$ cat src/rtl/tinyqv_intc_if.sv
// tinyqv_intc_if
//   Nibble-serial CSR bus between the TinyQV core and the interrupt controller.
//   One CSR access spans eight clocks; `counter` selects the active nibble.
//   Signals:
//     counter   - core sub-cycle counter, increments every clock
//     csr_addr  - 12-bit CSR address of the current instruction
//     csr_op    - 00 none, 01 write, 10 set, 11 clear
//     csr_wdata - rs1 nibble for the current counter value
//     csr_rdata - read nibble for the current counter value
//   Modports: master (core side), slave (controller side).
interface tinyqv_intc_if;
   logic [2:0]  counter;
   logic [11:0] csr_addr;
   logic [1:0]  csr_op;
   logic [3:0]  csr_wdata;
   logic [3:0]  csr_rdata;

   modport master (output counter, csr_addr, csr_op, csr_wdata, input csr_rdata);
   modport slave  (input counter, csr_addr, csr_op, csr_wdata, output csr_rdata);
endinterface

$ cat src/rtl/tinyqv_intc.sv
// tinyqv_intc
//   Parametrised interrupt controller for the TinyQV core. NUM_IRQ lines map to
//   CSR bits 16+i of mie (0x304), mip (0x344) and the mode CSR (0x7C0), which
//   are accessed over the core's 4-bit counter-sequenced CSR datapath.
//   Each channel is edge (mode=1, latched in pending) or level (mode=0) triggered;
//   the lowest enabled pending index wins.
//   Ports:
//     clk               - rising-edge clock
//     rstn              - asynchronous active-low reset
//     irq_in            - raw interrupt lines, asynchronous to clk
//     csr               - CSR bus (tinyqv_intc_if.slave)
//     global_ie         - mstatus.MIE
//     take_irq          - core is entering the handler (valid when counter==0)
//     interrupt_pending - global_ie && |(mip & mie)
//     irq_id            - latched index of the taken channel
//   Optional build macro: TINYQV_INTC_AUTO_CLEAR_EN - when defined, taking an
//   interrupt clears the winning channel's pending bit if it is edge mode.
module tinyqv_intc #(
   parameter int unsigned NUM_IRQ    = 8,
   parameter logic [15:0] EDGE_RESET = 16'h0003
) (
   input  logic               clk,
   input  logic               rstn,
   input  logic [NUM_IRQ-1:0] irq_in,
   tinyqv_intc_if.slave       csr,
   input  logic               global_ie,
   input  logic               take_irq,
   output logic               interrupt_pending,
   output logic [3:0]         irq_id
);

   typedef enum logic [1:0] {
      OP_NONE  = 2'b00,
      OP_WRITE = 2'b01,
      OP_SET   = 2'b10,
      OP_CLEAR = 2'b11
   } op_e;

   typedef enum logic [1:0] {
      SEL_NONE,
      SEL_MIE,
      SEL_MIP,
      SEL_MODE
   } sel_e;

   localparam logic [11:0] ADDR_MIE  = 12'h304;
   localparam logic [11:0] ADDR_MIP  = 12'h344;
   localparam logic [11:0] ADDR_MODE = 12'h7C0;

`ifdef TINYQV_INTC_AUTO_CLEAR_EN
   localparam bit AutoClear = 1'b1;
`else
   localparam bit AutoClear = 1'b0;
`endif

   logic [NUM_IRQ-1:0] sync1_q, sync2_q, prev_q;
   logic [NUM_IRQ-1:0] pending_q, pending_d;
   logic [NUM_IRQ-1:0] mie_q, mie_d;
   logic [NUM_IRQ-1:0] mode_q, mode_d;
   logic [3:0]         irq_id_q, irq_id_d;

   logic [NUM_IRQ-1:0] mip, active, win_oh, edge_set, pend_sw;
   logic [15:0]        mie_w, mip_w, mode_w, pend_w;
   logic [3:0]         mie_nib, mip_nib, mode_nib, pend_nib, rd_nib;
   logic [3:0]         mie_new, mode_new, pend_new;
   logic               nib_valid, wr_en, take_ok, win_found;
   logic [1:0]         nib;
   op_e                op;
   sel_e               sel;
   logic [3:0]         win_idx;

   function automatic logic [3:0] op_nib(input logic [3:0] old, input logic [3:0] wd,
                                         input op_e o);
      logic [3:0] r;
      r = old;
      case (o)
         OP_WRITE: r = wd;
         OP_SET:   r = old | wd;
         OP_CLEAR: r = old & ~wd;
         default:  r = old;
      endcase
      return r;
   endfunction

   // Nibbles 0..3 of the upper halfword are transferred at counter 4..7.
   assign nib_valid = csr.counter[2];
   assign nib       = csr.counter[1:0];
   assign op        = op_e'(csr.csr_op);
   assign wr_en     = nib_valid && (op != OP_NONE);
   assign take_ok   = take_irq && (csr.counter == 3'd0);

   always_comb begin
      case (csr.csr_addr)
         ADDR_MIE:  sel = SEL_MIE;
         ADDR_MIP:  sel = SEL_MIP;
         ADDR_MODE: sel = SEL_MODE;
         default:   sel = SEL_NONE;
      endcase
   end

   assign mip      = (mode_q & pending_q) | (~mode_q & sync2_q);
   assign active   = mip & mie_q;
   // Isolate the lowest set bit: lowest index has highest priority.
   assign win_oh   = active & (~active + 1'b1);
   assign edge_set = sync2_q & ~prev_q & mode_q;

   assign interrupt_pending = global_ie && (|active);

   always_comb begin
      win_found = |active;
      win_idx   = '0;
      for (int unsigned i = 0; i < NUM_IRQ; i++) begin
         if (win_oh[i]) win_idx = 4'(i);
      end
   end

   // Upper-halfword views padded with zeros above NUM_IRQ.
   always_comb begin
      mie_w  = '0;
      mip_w  = '0;
      mode_w = '0;
      pend_w = '0;
      mie_w[NUM_IRQ-1:0]  = mie_q;
      mip_w[NUM_IRQ-1:0]  = mip;
      mode_w[NUM_IRQ-1:0] = mode_q;
      pend_w[NUM_IRQ-1:0] = pending_q;
      mie_nib  = mie_w[{nib, 2'b00} +: 4];
      mip_nib  = mip_w[{nib, 2'b00} +: 4];
      mode_nib = mode_w[{nib, 2'b00} +: 4];
      pend_nib = pend_w[{nib, 2'b00} +: 4];
   end

   always_comb begin
      case (sel)
         SEL_MIE:  rd_nib = mie_nib;
         SEL_MIP:  rd_nib = mip_nib;
         SEL_MODE: rd_nib = mode_nib;
         default:  rd_nib = '0;
      endcase
      csr.csr_rdata = (rstn && nib_valid) ? rd_nib : '0;
   end

   assign mie_new  = op_nib(mie_nib, csr.csr_wdata, op);
   assign mode_new = op_nib(mode_nib, csr.csr_wdata, op);
   assign pend_new = op_nib(pend_nib, csr.csr_wdata, op);

   always_comb begin
      mie_d   = mie_q;
      mode_d  = mode_q;
      pend_sw = pending_q;
      for (int unsigned i = 0; i < NUM_IRQ; i++) begin
         if (wr_en && (2'(i >> 2) == nib)) begin
            if (sel == SEL_MIE)               mie_d[i]   = mie_new[2'(i & 3)];
            if (sel == SEL_MODE)              mode_d[i]  = mode_new[2'(i & 3)];
            // mip writes reach pending only on edge channels.
            if (sel == SEL_MIP && mode_q[i])  pend_sw[i] = pend_new[2'(i & 3)];
         end
      end
      if (AutoClear && take_ok) pend_sw = pend_sw & ~(win_oh & mode_q);
      // Hardware edge is ORed last so it beats a same-clock software clear.
      pending_d = pend_sw | edge_set;
      irq_id_d  = (take_ok && win_found) ? win_idx : irq_id_q;
   end

   always_ff @(posedge clk or negedge rstn) begin
      if (!rstn) begin
         sync1_q   <= '0;
         sync2_q   <= '0;
         prev_q    <= '0;
         pending_q <= '0;
         mie_q     <= '0;
         mode_q    <= EDGE_RESET[NUM_IRQ-1:0];
         irq_id_q  <= '0;
      end else begin
         sync1_q   <= irq_in;
         sync2_q   <= sync1_q;
         prev_q    <= sync2_q;
         pending_q <= pending_d;
         mie_q     <= mie_d;
         mode_q    <= mode_d;
         irq_id_q  <= irq_id_d;
      end
   end

   assign irq_id = irq_id_q;

endmodule

$ cat src/flat_wrapper.sv
// flat-port wrapper written by rule: the top's interface ports become plain ports
module tinyqv_intc_flat 
#(
   parameter int unsigned NUM_IRQ    = 8,
   parameter logic [15:0] EDGE_RESET = 16'h0003
)
  (clk, rstn, irq_in, global_ie, take_irq, interrupt_pending, irq_id, csr_counter, csr_csr_addr, csr_csr_op, csr_csr_wdata, csr_csr_rdata);
  tinyqv_intc_if csr_i ();
  input  logic clk;
  input  logic rstn;
  input  logic [NUM_IRQ-1:0] irq_in;
  input  logic global_ie;
  input  logic take_irq;
  output logic interrupt_pending;
  output logic [3:0] irq_id;
  input wire logic [$bits(csr_i.counter)-1:0] csr_counter;
  input wire logic [$bits(csr_i.csr_addr)-1:0] csr_csr_addr;
  input wire logic [$bits(csr_i.csr_op)-1:0] csr_csr_op;
  input wire logic [$bits(csr_i.csr_wdata)-1:0] csr_csr_wdata;
  output wire logic [$bits(csr_i.csr_rdata)-1:0] csr_csr_rdata;
  assign csr_i.counter = csr_counter;
  assign csr_i.csr_addr = csr_csr_addr;
  assign csr_i.csr_op = csr_csr_op;
  assign csr_i.csr_wdata = csr_csr_wdata;
  assign csr_csr_rdata = csr_i.csr_rdata;
  tinyqv_intc #(.NUM_IRQ(NUM_IRQ), .EDGE_RESET(EDGE_RESET)) u_core (.clk(clk), .rstn(rstn), .irq_in(irq_in), .csr(csr_i), .global_ie(global_ie), .take_irq(take_irq), .interrupt_pending(interrupt_pending), .irq_id(irq_id));
endmodule
$ cat config.mk
export PLATFORM = sky130hd
export DESIGN_NAME = tinyqv_intc_flat
export DESIGN_NICKNAME = d
export VERILOG_FILES = /design/src/rtl/tinyqv_intc_if.sv /design/src/rtl/tinyqv_intc.sv /design/src/flat_wrapper.sv
export SDC_FILE = /design/constraint.sdc
export NUM_CORES = 1
export LEC_CHECK = 0
export CAP_MARGIN = 10
export CORE_AREA = 2 2 74 76
export DETAILED_ROUTE_END_ITERATION = 10
export DIE_AREA = 0 0 76 78
export PLACE_DENSITY_LB_ADDON = 0.12
export SKIP_LAST_GASP = 1
export SYNTH_ARGS = -nofsm -noshare
export SYNTH_HDL_FRONTEND = slang
export SYNTH_SLANG_ARGS = --single-unit
$ cat constraint.sdc
create_clock -name clk -period 2.7 [get_ports clk]
set_input_delay 0.54 -clock clk [delete_from_list [all_inputs] [get_ports clk]]
set_output_delay 0.54 -clock clk [all_outputs]
set_load 0.05 [all_outputs]
==> results of run 1 <==
## sequential cells by signal (all words and copies together), names as in the netlist
name and count:
u_core.prev_q 8, u_core.mie_q 8, u_core.irq_id 3, u_core.sync2_q 8, u_core.pending_q 8, u_core.sync1_q 8
u_core.mode_q 8
## cells in the final DEF (no fill, tap or decap), drive strengths merged, types with 3 or more instances in the layout
cell type      instances
mux2i                 15
o221ai                12
nand3                  8
buf                   36
o22ai                  8
inv                    9
a21oi                 14
clkbuf                 9
nand2b                 5
nor2                  13
nor3                   3
mux2                  17
dlygate4sd2            5
clkdlybuf4s50         22
a22oi                  5
o21a                   4
dfrtp                 49
o21ai                 27
nand2                 41
## metal layers
metal	vias to the layer above	part of all wire [%]	wire length (µm)	track usage (%)
li1	1107	-	-	-
met1	1068	46	3070	32.1
met2	75	46	3050	38.0
met3	8	6.6	439	4.53
met4	0	1.6	104	7.64
met5	-	0	0	0
## stage by stage
stage | utilization, % | power [W]
2_1_floorplan | - | 0.000879
3_3_place_gp | 65.4 | 0.000974
3_5_place_dp | 65.4 | 0.000977
4_1_cts | 67.8 | 0.00142
5_1_grt | 69.5 | 0.00149
6_report | 69.5 | 0.00143
## logic make-up (layout without fill, tap and decap cells)
kind of cell           Yosys count  in the layout  synth area share (%)
AO/OA/AOI/OAI                   79             79                  19.4
buffers and inverters           19             85                  2.98
flip-flops                      51             51                  48.3
multiplexers                    32             32                  12.9
other                            1              1                 0.142
AND/OR/NAND/NOR                 82             82                  16.2
## power groups by stage
stage | Sequential [W] | Combinational [W] | Clock [W]
after CTS | 0.000790 | 0.000170 | 0.000464
after floorplan | 0.000803 | 0.0000755 | 0
final | 0.000789 | 0.000181 | 0.000456
after global placement | 0.000804 | 0.000170 | 0
after global routing | 0.000792 | 0.000196 | 0.000497
after detailed placement | 0.000805 | 0.000173 | 0
## what timing repair did
action	in CTS	in global routing
resized for setup	25	6
setup buffers	2	7
pin swaps	10	13
gates cloned	0	1
endpoints found under the setup margin	5	5
## worst max-delay path, stage by stage, from the launching register on
cell     delay (ps)
dfstp_2         590
mux2_2          400
a22oi_2         260
nand3_1         160
o21a_1          210
buf_4           180
## area by class of cell
cell class / count / area share [%]
multi-input combinational: 194 / 38.4
clock buffer: 7 / 2.47
tap: 70 / 2.50
timing repair buffer: 68 / 18.8
sequential: 51 / 36.5
inverter: 9 / 0.965
clock inverter: 1 / 0.250
## final timing paths
| path | cells past startpoint | endpoint | slack (ps) | startpoint |
|---|---|---|---|---|
| min | 0 | u_core.sync2_q[7]$_DFF_PN0_ | 360 | u_core.sync1_q[7]$_DFF_PN0_ |
| min in group asynchronous | 2 | u_core.sync1_q[7]$_DFF_PN0_ | 420 | rstn |
| min reg2reg | 0 | u_core.sync2_q[7]$_DFF_PN0_ | 360 | u_core.sync1_q[7]$_DFF_PN0_ |
| max | 5 | interrupt_pending | 60 | u_core.mode_q[1]$_DFFE_PN1P_ |
| max reg2reg | 5 | u_core.irq_id[0]$_DFFE_PN0P_ | 920 | u_core.mode_q[1]$_DFFE_PN1P_ |
| max in group asynchronous | 2 | u_core.mode_q[6]$_DFFE_PN0P_ | 1840 | rstn |
==> flow_summary.ini, run 1 <==
[run_status]
outcome = finished clean

[detailed_routing]
drt_pre_antenna_iters = 4
drcViolationCount = 0
wl_per_cell_um = 16.7
via_count = 2258
first_iter_violations = 183
post_drt_via_cell_ratio = 5.65
antenna_violating_nets_post_route = 0
routed_wl_um = 6660

[grt]
grt_start_max_net_pins = 52
globalRouteOverflowTotal = 0
vias_in_the_first_global_route = 2265
gr-usage-all-layers_pct = 23.5
grt_antenna_before_repair = 0
global_route_wire_length_before_repair_um = 11000

[synthesis]
top_ff_cell_synth = dfrtp_1
synth_top_cells_by_area = dfrtp_1, mux2_2, mux2i_1
synth-edff-count = 0
synth_cell_type_count = 43
syn_area_mm2 = 0.00265
syn-instance-count = 264
synth.most_common_cell = dfrtp_1
synth_top_cell_by_area = dfrtp_1
synth.cells.most_frequent = dfrtp_1, nand2_1, o21ai_1
synth.ff_latch_count = 51
asyncSetResetFlopFracSynth_pct = 100
postSynthNetCount = 297
ys_seq_area_share_pct = 48.3
post-synth-top-area-fraction_pct = 46.3
ys.warnings.count = 0
synth_area_per_cell_um2 = 10.0

[power_and_ir_drop]
power.share.sequential_pct = 55.3
power_switching_share_pct = 24.0
static-leakage-power_nw = 1.47
pwr-share-comb_pct = 12.7
cellPowerDensity_mw_per_mm2 = 408
p_int_w = 0.00108
irDropWorstVdd_uv = 400
clock_power_share_pct = 32.0
netSwitchingPower_w = 0.000343

[setup_path]
crit_path_start_kind = flip-flop
cp_max_fo = 6
setup.worst_path.end_class = output port
setup.worst_path.class = reg2out
required_arrival_time_at_the_worst_endpoint_ps = 2160
worst-endpoint-arrival_ps = 2100

[clock_tree]
clock_tree.htree_level_count = 2
cts_made_buffers = 5
root_buffer = clkbuf_8
largest_buffer_count_on_any_clock_path = 2
tritoncts = yes
cts_hold_repair.buffers = 0
cts.sinks = 51
clk_latency_ps = 300
clkTransAtPathRegs_ps = 90

[floorplan]
floorplan.initialDensity_pct = 52.5
floorplan.die.height_um = 78
die-area_mm2 = 0.00593
die_w_um = 76
placeableCoreArea_mm2 = 0.00504
ios = 42
floorplan.rows = 26

[placement]
place_hpwl_um = 4700
place_ws_ps = -319
port_buffers = 40
dpl_cell_area_mm2 = 0.00330
place.detailed.instances = 382
gp_congestion = 0.848

[final_layout]
area_growth_pct = 32.3
antenna_cells = 0
layout.area.seq_mm2 = 0.00128
final_layout_size_suffix_gt1_share_pct = 25.8
fill_cells = 418
layout.cell_area.non_filler_mm2 = 0.00350
finish.net_count = 362
finish.cell_count_without_fillers = 400
multi_input_comb_area_mm2 = 0.00135

[min_path]
worst_hold_class = reg2reg

[sta]
fin_tns_setup_ps = 0
tightest_slew_ps = 633
final_max_slew_viol_count = 0
clock-skew-final_ps = 2.48
clock.fmax_ghz = 0.379
finalHoldViolations = 0
worst_setup_slack_final_ps = 58.2
minimum_clock_period_ps = 2640
setup_repair_after_global_routing_missed_its_margin = yes
layout_worst_path_cycle_share_pct = 97.8
fin_worst_hold_slack_ps = 355
max_slew_margin_vs_limit_pct = 57.8
setup_violations = 0

[flow_run]
maxCapViolCount = 0
Note: power is estimated with default switching activity, not from simulation.
==> run 2: changes to the inputs <==
--- a/config.mk
+++ b/config.mk
@@ -9,6 +9,7 @@
 export CORE_AREA = 2 2 74 76
 export DETAILED_ROUTE_END_ITERATION = 10
 export DIE_AREA = 0 0 76 78
+export GPL_ROUTABILITY_DRIVEN = 0
 export PLACE_DENSITY_LB_ADDON = 0.12
 export SKIP_LAST_GASP = 1
 export SYNTH_ARGS = -nofsm -noshare
==> constraint.sdc (replaced) <==
create_clock -name clk -period 2.6 [get_ports clk]
set_input_delay 0.52 -clock clk [delete_from_list [all_inputs] [get_ports clk]]
set_output_delay 0.52 -clock clk [all_outputs]
set_load 0.05 [all_outputs]
==> run 2 against run 1 <==
- utilization rose by 1.6 points
- final cell count rose by 2.0%
- non-clock buffer count rose by 8
- critical path type is now in2out
==> flow_summary.ini, run 2 (synthesis gave the netlist of run 1 again) <==
[floorplan]
placeableCoreArea_mm2 = 0.00504
die_w_um = 76
floorplan.initialDensity_pct = 52.5
floorplan.rows = 26
floorplan.die.height_um = 78
die-area_mm2 = 0.00593
ios = 42

[clock_tree]
clkTransAtPathRegs_ps = 90
cts_hold_repair.buffers = 0
clk_latency_ps = 300
largest_buffer_count_on_any_clock_path = 2
root_buffer = clkbuf_8
clock_tree.htree_level_count = 2
cts_made_buffers = 5
cts.sinks = 51
tritoncts = yes

[sta]
max_slew_margin_vs_limit_pct = 58.4
finalHoldViolations = 0
final_max_slew_viol_count = 0
tightest_slew_ps = 624
layout_worst_path_cycle_share_pct = 99.5
fin_worst_hold_slack_ps = 354
setup_repair_after_global_routing_missed_its_margin = yes
clock-skew-final_ps = 8.92
clock.fmax_ghz = 0.387
minimum_clock_period_ps = 2590
setup_violations = 0
worst_setup_slack_final_ps = 13.9

[grt]
globalRouteOverflowTotal = 0
global_route_wire_length_before_repair_um = 10900
vias_in_the_first_global_route = 2173
grt_antenna_before_repair = 0
grt_start_max_net_pins = 52
gr-usage-all-layers_pct = 23.7

[setup_path]
cp_max_fo = 4
setup.worst_path.class = in2out
critical_path_buf_inv_count = 3
cp_cell_sequence = buf_6 > or4_4 > nor4_4 > buf_4 > a22oi_2 > a21oi_4 > buf_12
critPathSlowestCell = or4_4
crit_path_max_incr_delay_ps = 580
timing.critical_path.max_delay_family = simple AND/OR/NAND/NOR gates
worst-endpoint-arrival_ps = 2070
setup.worst_path.end_class = output port
required_arrival_time_at_the_worst_endpoint_ps = 2080
crit_path_start_kind = input pin

[final_layout]
multi_input_comb_area_mm2 = 0.00138
finish.net_count = 370
antenna_cells = 0
mostFrequentLayoutCell = dfrtp_1
layout.area.seq_mm2 = 0.00128
final_layout_size_suffix_gt1_share_pct = 28.1
finish.cell_count_without_fillers = 408
fill_cells = 374
mostFrequentLayoutCells = dfrtp_1, nand2_1, buf_4
area_growth_pct = 35.4

[detailed_routing]
drt_pre_antenna_iters = 4
first_iter_violations = 151
antenna_violating_nets_post_route = 0
drcViolationCount = 0
wl_per_cell_um = 16.4
via_count = 2313
routed_wl_um = 6700
post_drt_via_cell_ratio = 5.67

[placement]
place.detailed.instances = 390
place_hpwl_um = 4880
port_buffers = 40
place_ws_ps = -407

[power_and_ir_drop]
post-layout-total-power_w = 0.00154
irDropWorstVdd_uv = 374
static-leakage-power_nw = 1.50
cellPowerDensity_mw_per_mm2 = 431

[flow_run]
maxCapViolCount = 0

[run_status]
outcome = finished clean

[min_path]
worst_hold_class = reg2reg
run 2: changes by cell type in the layout (fill, tap and decap cells not counted), moves of 2 or more:
| cell | previous run | this run |
|---|---|---|
| buf_12 | 5 | 3 |
| buf_6 | 2 | 5 |
| mux2_2 | 16 | 14 |
| mux2_4 | 0 | 2 |
| buf_4 | 26 | 34 |
run 2: worst paths after layout:
check	startpoint	to	slack, ps	depth (start not counted)
min reg2reg	u_core.sync1_q[3]$_DFF_PN0_	u_core.sync2_q[3]$_DFF_PN0_	350	0
max	csr_csr_addr[0]	csr_csr_rdata[0]	10	7
min in group asynchronous	rstn	u_core.prev_q[7]$_DFF_PN0_	410	2
max in group asynchronous	rstn	u_core.mode_q[5]$_DFFE_PN0P_	1750	2
min	u_core.sync1_q[3]$_DFF_PN0_	u_core.sync2_q[3]$_DFF_PN0_	350	0
max reg2reg	u_core.mode_q[5]$_DFFE_PN0P_	u_core.irq_id[1]$_DFFE_PN0P_	790	7
run 2: area by class of cell:
class	instances	share of cell area [%]
Multi-Input combinational cell	194	38.6
Sequential cell	51	35.8
Timing Repair Buffer	76	19.1
Tap cell	70	2.44
Clock buffer	6	2.03
Clock inverter	2	1.08
Inverter	9	0.943
run 2: layer usage:
| metal | vias up | part of all wire [%] | GRT usage, % |
|---|---|---|---|
| met5 | - | 0 | 0 |
| met4 | 0 | 2.2 | 9.45 |
| met3 | 12 | 6.3 | 5.00 |
| met2 | 71 | 47 | 37.2 |
| met1 | 1111 | 45 | 32.3 |
| li1 | 1119 | - | - |
run 2: stage by stage:
| stage | setup TNS, ps | instance area, µm² | util, % |
|---|---|---|---|
| after CTS | -15.8 | 3530 | 70.0 |
| after detailed placement | -1540 | 3340 | 66.2 |
| after global routing | -222 | 3580 | 71.0 |
| after floorplan | -106 | 2680 | - |
| final | 0 | 3580 | 71.0 |
| after global placement | -1450 | 3340 | 66.2 |
run 2: timing repair:
action,4_1_cts,5_1_grt
setup buffers,6,5
endpoints found under the setup margin,5,5
gates resized for setup,38,5
pin swaps,14,5
run 2: power breakdown:
part	internal [W]	total (W)	switching, W
clock	0.000291	0.000545	0.000254
combinational	0.0000884	0.000179	0.0000907
sequential	0.000812	0.000820	0.00000846
